**src/rtl/ahb2apb_apbm_swc.sv**
```systemverilog
// APB3 master stage of the AHB-to-APB bridge: one SETUP/ACCESS transfer per request pulse.
// Define AHB2APB_APBM_TIMEOUT_EN to enable the ACCESS-phase watchdog (TIMEOUT_CYCLES).
module ahb2apb_apbm_swc #(
    parameter int ADDR_W         = 32,
    parameter int DATA_W         = 32,
    parameter int TIMEOUT_CYCLES = 16
) (
    input  logic              hclk,
    input  logic              hrstn,
    input  logic              wreq,
    input  logic [ADDR_W-1:0] wbuffaddr,
    input  logic [DATA_W-1:0] wbuffdata,
    input  logic              rreq,
    input  logic [ADDR_W-1:0] rbuffaddr,
    output logic [DATA_W-1:0] rbuffdata,
    output logic              done,
    output logic              err,
    output logic              psel,
    output logic              penable,
    output logic              pwrite,
    output logic [ADDR_W-1:0] paddr,
    output logic [DATA_W-1:0] pwdata,
    input  logic [DATA_W-1:0] prdata,
    input  logic              pready,
    input  logic              pslverr
);

    typedef enum logic [1:0] {IDLE, SETUP, ACCESS, DONE} state_t;

    state_t            state_q, state_d;
    logic              psel_q, psel_d, penable_q, penable_d;
    logic              pwrite_q, pwrite_d, done_q, done_d, err_q, err_d;
    logic [ADDR_W-1:0] paddr_q, paddr_d;
    logic [DATA_W-1:0] pwdata_q, pwdata_d, rdata_q, rdata_d;
    logic              accept, expire;

    if (TIMEOUT_CYCLES < 1) begin : g_bad_timeout
        $error("TIMEOUT_CYCLES must be at least 1");
    end

    // DONE accepts requests exactly like IDLE so back-to-back transfers have no gap
    assign accept = ((state_q == IDLE) || (state_q == DONE)) && (wreq || rreq);

`ifdef AHB2APB_APBM_TIMEOUT_EN
    localparam int CNT_W = $clog2(TIMEOUT_CYCLES + 1);
    logic [CNT_W-1:0] cnt_q, cnt_d;

    always_comb begin
        cnt_d = cnt_q;
        if (state_q == SETUP)
            cnt_d = '0;
        else if ((state_q == ACCESS) && !pready)
            cnt_d = cnt_q + 1'b1;
    end

    // Expiry fires on the TIMEOUT_CYCLES-th stalled ACCESS cycle; pready in that cycle still wins
    assign expire = (state_q == ACCESS) && !pready && (cnt_q == CNT_W'(TIMEOUT_CYCLES - 1));

    always_ff @(posedge hclk or negedge hrstn) begin
        if (!hrstn) cnt_q <= '0;
        else        cnt_q <= cnt_d;
    end
`else
    assign expire = 1'b0;
`endif

    always_ff @(posedge hclk or negedge hrstn) begin
        if (!hrstn) begin
            state_q   <= IDLE;
            psel_q    <= 1'b0;
            penable_q <= 1'b0;
            pwrite_q  <= 1'b0;
            done_q    <= 1'b0;
            err_q     <= 1'b0;
            paddr_q   <= '0;
            pwdata_q  <= '0;
            rdata_q   <= '0;
        end else begin
            state_q   <= state_d;
            psel_q    <= psel_d;
            penable_q <= penable_d;
            pwrite_q  <= pwrite_d;
            done_q    <= done_d;
            err_q     <= err_d;
            paddr_q   <= paddr_d;
            pwdata_q  <= pwdata_d;
            rdata_q   <= rdata_d;
        end
    end

    always_comb begin
        state_d = state_q;
        case (state_q)
            IDLE, DONE: state_d = accept ? SETUP : IDLE;
            SETUP:      state_d = ACCESS;
            ACCESS:     state_d = (pready || expire) ? DONE : ACCESS;
            default:    state_d = IDLE;
        endcase
    end

    // Outputs are registered, so their next values are decoded from the next state
    always_comb begin
        psel_d    = (state_d == SETUP) || (state_d == ACCESS);
        penable_d = (state_d == ACCESS);
        done_d    = (state_d == DONE);
        pwrite_d  = pwrite_q;
        err_d     = err_q;
        paddr_d   = paddr_q;
        pwdata_d  = pwdata_q;
        rdata_d   = rdata_q;
        if (accept) begin
            err_d = 1'b0;
            if (wreq) begin
                paddr_d  = wbuffaddr;
                pwdata_d = wbuffdata;
                pwrite_d = 1'b1;
            end else begin
                paddr_d  = rbuffaddr;
                pwrite_d = 1'b0;
            end
        end else if ((state_q == ACCESS) && pready) begin
            err_d = pslverr;
            if (!pwrite_q) rdata_d = prdata;
        end else if (expire) begin
            err_d = 1'b1;
            if (!pwrite_q) rdata_d = '0;
        end
    end

    assign psel      = psel_q;
    assign penable   = penable_q;
    assign pwrite    = pwrite_q;
    assign done      = done_q;
    assign err       = err_q;
    assign paddr     = paddr_q;
    assign pwdata    = pwdata_q;
    assign rbuffdata = rdata_q;

endmodule

```
**config.mk**
```make
export PLATFORM = sky130hd
export DESIGN_NAME = ahb2apb_apbm_swc
export DESIGN_NICKNAME = d
export VERILOG_FILES = /design/src/rtl/ahb2apb_apbm_swc.sv
export SDC_FILE = /design/constraint.sdc
export NUM_CORES = 1
export LEC_CHECK = 0
export CAP_MARGIN = 0
export CORE_MARGIN = 1.5
export CORE_UTILIZATION = 41
export CTS_BUF_LIST = sky130_fd_sc_hd__clkbuf_16
export DETAILED_ROUTE_END_ITERATION = 12
export PLACE_DENSITY = 0.92
export SLEW_MARGIN = 25
export SYNTH_ARGS = -nofsm -noshare
export SYNTH_HDL_FRONTEND = slang
export SYNTH_SLANG_ARGS = --single-unit
```
**constraint.sdc**
```tcl
create_clock -name hclk -period 3.5 [get_ports hclk]
set_clock_uncertainty 0.05 [all_clocks]
set_input_delay 0.525 -clock hclk [delete_from_list [all_inputs] [get_ports hclk]]
set_output_delay 0.525 -clock hclk [all_outputs]
set_load 0.02 [all_outputs]
```
== Word-level counts from Yosys, hierarchy flattened ==
Cells that the tools add are included.

* Input bits: 134
* Output and inout port bits: 101
* Bits in registers: 103
* Word-level logic and storage cells: 34

* Bitwise logic cells: 2
* Multiplexer cells: 7
* Eq/ne operators: 6
* Reductions and logical operators: 10

{| class="wikitable"
|+ Operators with widths
! cell !! number
|-
| $mux W32 || 1
|-
| $eq A2 B2 Y1 const B || 4
|-
| $pmux W2 S3 || 1
|-
| $mux W1 || 5
|-
| $eq A2 B1 Y1 const B || 2
|-
| $logic_or A1 B1 Y1 || 3
|-
| $reduce_and A3 Y1 || 1
|-
| $logic_and A1 B1 Y1 || 2
|-
| $logic_not A2 Y1 || 1
|-
| $not A1 Y1 || 2
|-
| $reduce_and A2 Y1 || 1
|-
| $reduce_bool A2 Y1 || 1
|-
| $reduce_or A2 Y1 || 1
|}

== Depth between registers and ports, before layout ==
* Depth in word-level cells: 7
* Gate-level depth with buffers: 7
* Mapped depth without buffers: 6

== Worst setup path after synthesis ==
No wires, ideal clock.

* Path type: in2reg
* Start point: input wreq
* End point: register rdata_q[10], in the netlist rbuffdata[10]
* Data arrival time: 1.646 ns
* Required time: 3.325 ns
* Slack: 1.679 ns
* Cell stages on the path: 5
* Setup time: 0.125 ns
* Path buffers: 2
* Cells stage by stage: buf_2 -> o21ai_4 -> nor3b_4 -> buf_6 -> mux2_2

* Longest elaborated chain between the ends: 4

{| class="wikitable"
|+ RTL lines
! what !! line !! source
|-
| start: declaration || 10 || <nowiki>input logic wreq,</nowiki>
|-
| $logic_or A1 B1 Y1 || 42 || <nowiki>assign accept = ((state_q == IDLE) || (state_q == DONE)) && (wreq || rreq);</nowiki>
|-
| $logic_and A1 B1 Y1 || 42 ||
|-
| $not A1 Y1 (no source line) || -- ||
|-
| $reduce_and A3 Y1 (no source line) || -- ||
|-
| end signal: assignment || 87 || <nowiki>rdata_q <= rdata_d;</nowiki>
|-
| end: declaration || 34 || <nowiki>logic [DATA_W-1:0] pwdata_q, pwdata_d, rdata_q, rdata_d;</nowiki>
|}

Every way passes these cells.
A chain may end at the register's enable or synchronous reset.

== Worst setup path after layout ==
* Start point: input rreq
* End point: register rdata_q[13], in the netlist rbuffdata[13]

* Longest elaborated chain between the ends: 4

{| class="wikitable"
|+ RTL lines
! what !! line !! source
|-
| start: declaration || 13 || <nowiki>input logic rreq,</nowiki>
|-
| $logic_or A1 B1 Y1 || 42 ||
|-
| $logic_and A1 B1 Y1 || 42 ||
|-
| $not A1 Y1 (no source line) || -- ||
|-
| $reduce_and A3 Y1 (no source line) || -- ||
|}

Every way passes these cells.

==> results.md <==
- Per-cell routed wire length: 15.9 µm
- Largest area contributor in the netlist: dfrtp_1
- Port buffer count: 234
- Drt first-iter violations: 43
- Share of cells above drive strength 1: 16.3%
- Commonest cells post-synth: dfrtp_1 (103), mux2_2 (64), nand2_1 (37)
- Synth cell types: 15
- CP Launch Type: input pin
- Sequential share of power: 32.8%
- Post-DR vias/cell: roughly 4.7
- Area Overhead vs Synth: 66.9%
- Adder-Cell Fraction of Synth Area: 0.911%
- CTS tree: yes
- Synth Area in Compound Gates: 4.64%
- Post-synth top area share: 62.5%
- Gr ovfl total: 0
- Largest family of logic cells by synthesized area: multiplexers
- Post-synth EDFFs: 0
- CTS resizes: 0
- CTS sink count: 103
- Endpoints failing setup: 0
- Pint: 4120 µW
- Pleak: 0.00295 µW
- Root Buffer: clkbuf_16
- Die Ht: 103 µm
- Slew HR: 49.7%
- Ys Warns: 0
- Core area: 9770 µm²
- Sw Share: 36.2%
- Sequential-to-total area share from yosys stat: a little over three fifths
- Syn Area/Cell: 13.9 µm²
- First-pass GRT wire length: 15.6 mm
- Total negative slack: 0 ns
- Simple-gate area share of the yosys netlist: 3.95%
- Die Area: 10,700 µm²
- Worst vdd ir: 0.427 mV
- Num CTS Buffers: 9
- Cells after Synth: 297
- Data arrival time of the critical path: approximately 2.5 ns
- Final HPWL DP: between 8 and 9 mm
- Mux cell area share after synthesis: 25.3%
- Post-route antenna net violation count: 0
- Final hold violation count: 0
- MaxCap Viol Count: 0
- Row count: 36
- # Post-CTS Setup Buffers: 0
- Clock Path Buffers: 2
- #FFs+latches synth: 103
- Largest net degree at the start of global routing: 88
- H-tree Lvls: 3
- Actual slew at the worst max-slew pin: 0.754 ns
- Max Freq: 436 MHz
- Final Instance Area: about 7000 µm²
- Clock Pin Slew Worst Setup and Hold Paths: 0.07 ns
- Minimum clock period: between 2 and 2.5 ns
- Fin nets: 667
- Power density cells: 938 nW/µm²
- Netlist Area Pre-Place: between 4000 and 5000 µm²
- Status: finished clean
- Detailed Route WL: 10.6 mm
- Detailed-router iteration count before antenna repair: 4
- Fillers: 711
- Combinational power share: 51.3%
- Vias: approximately 3,200
- Worst setup path category: input pin to register
- Antenna violations before repair: 0
- Clk network pwr share: 16.0%
- Worst Setup End Kind: register
- Worst-skew pair later-pin latency: about 0.32 ns
- Synthesized Nets: ~430
- I/O pin count: around 240
- Gpl congestion: ~0.72
- DP Area: about 6600 µm²
- Final slew viol count: 0
- RSZ-0062 raised after global routing: false
- Hold Slack: 0.187 ns
- Area contributors post-synth: dfrtp_1 (63%), mux2_2 (17%), mux2i_1 (7.8%)
- Switch Pwr: 2340 µW
- Post-route clock period utilization: 65.6%
- N_diodes: 0
- Crit Path Max Fanout: 32
- # hold bufs at CTS: 0
- Die Wd: 103 µm
- Synth async-reset ratio: 100%
- # DRC: 0
- Main synth FF type: dfrtp_1
- Final std cells w/o fill: 666
- # placed instances: around 650
- Number of global-route vias before repair: 3,240
- Required @ worst endpoint: 3.66 ns
- Initial Util: approximately 42%
- Xor-xnor portion of the synthesized cell area: 0%
- GRT Total Usage: 19.5%
- Most common cell in the synthesized netlist: dfrtp_1
- Class of the worst hold path: input pin to async pin
[final timing paths]
path,startpoint,endpoint,slack [ns],cells after the start
max,rreq,rbuffdata[13],1.21,5
min,hrstn,rbuffdata[10],0.19,1
max reg2reg,state_q[1],rbuffdata[13],1.31,5
min reg2reg,paddr[1],paddr[1],0.43,2
max in group asynchronous,hrstn,pwdata[0],2.45,2
min in group hclk,paddr[1],paddr[1],0.43,2
[per-layer routing]
metal / vias up / share of wire [%] / GRT usage [%] / wire length [µm]
met2: 143 / 53 / 36.3 / 5560
met1: 1500 / 37 / 20.8 / 3920
li1: 1491 / - / - / -
met3: 20 / 8.2 / 5.04 / 865
met5: - / 0 / 0 / 0
met4: 0 / 2.1 / 8.21 / 218
[placed cells by master (no fill, tap or decap)]
cell type / n
ha_1: 3
mux2i_1: 32
dfrtp_1: 103
buf_4: 5
o21ai_0: 32
clkinvlp_4: 1
nand2_1: 37
buf_6: 1
buf_2: 1
o21a_1: 1
clkinv_4: 2
bufinv_16: 2
nand3_1: 1
a21boi_0: 1
o21ai_4: 1
mux2_2: 64
nor3b_4: 1
inv_1: 4
clkdlybuf4s50_1: 232
clkbuf_16: 9
[final cells by class]
cell class | instances | area, µm² | share of cell area (%)
sequential | 103 | 2580 | 37.5
timing repair buffer | 239 | 2380 | 34.5
multi-input combinational | 173 | 1430 | 20.8
clock buffer | 9 | 225 | 3.27
tap | 133 | 166 | 2.42
clock inverter | 5 | 85.1 | 1.24
inverter | 4 | 15.0 | 0.218
[worst max-delay path: stages]
cell,delay (ns)
clkdlybuf4s50_1,0.44
o21ai_4,0.42
nor3b_4,0.26
buf_4,0.39
mux2_2,0.40
[registers in the layout, indices dropped and copies added, names as in the netlist]
name       flops
err            1
penable        1
psel           1
pwrite         1
paddr         32
state_q        2
pwdata        32
done           1
rbuffdata     32
[through the flow]
stage	setup WS, ns	power [µW]	utilization, %
global route	1.06	6850	70.4
floorplan	1.68	3860	-
detailed placement	0.843	5490	67.2
global placement	0.876	5360	67.2
CTS	1.19	6540	70.3
finish	1.21	6450	70.4
[cell families (layout without fill, tap and decap cells)]
logic type,after synthesis,count (layout)
muxes,96,96
buffers and inverters,21,257
DFF,103,103
adders and majority gates,3,3
AOI/OAI and AO/OA,35,35
and+or+nand+nor,39,39
[power by group through the flow]
| stage | logic [µW] | registers (µW) | clock network, µW |
|---|---|---|---|
| after global placement | 3260 | 2100 | 0 |
| after floorplan | 1030 | 2830 | 0 |
| after CTS | 3350 | 2120 | 1060 |
| after global routing | 3550 | 2190 | 1110 |
| final | 3310 | 2110 | 1030 |
| after detailed placement | 3340 | 2140 | 0 |
Note: power is estimated with default switching activity, not from simulation.
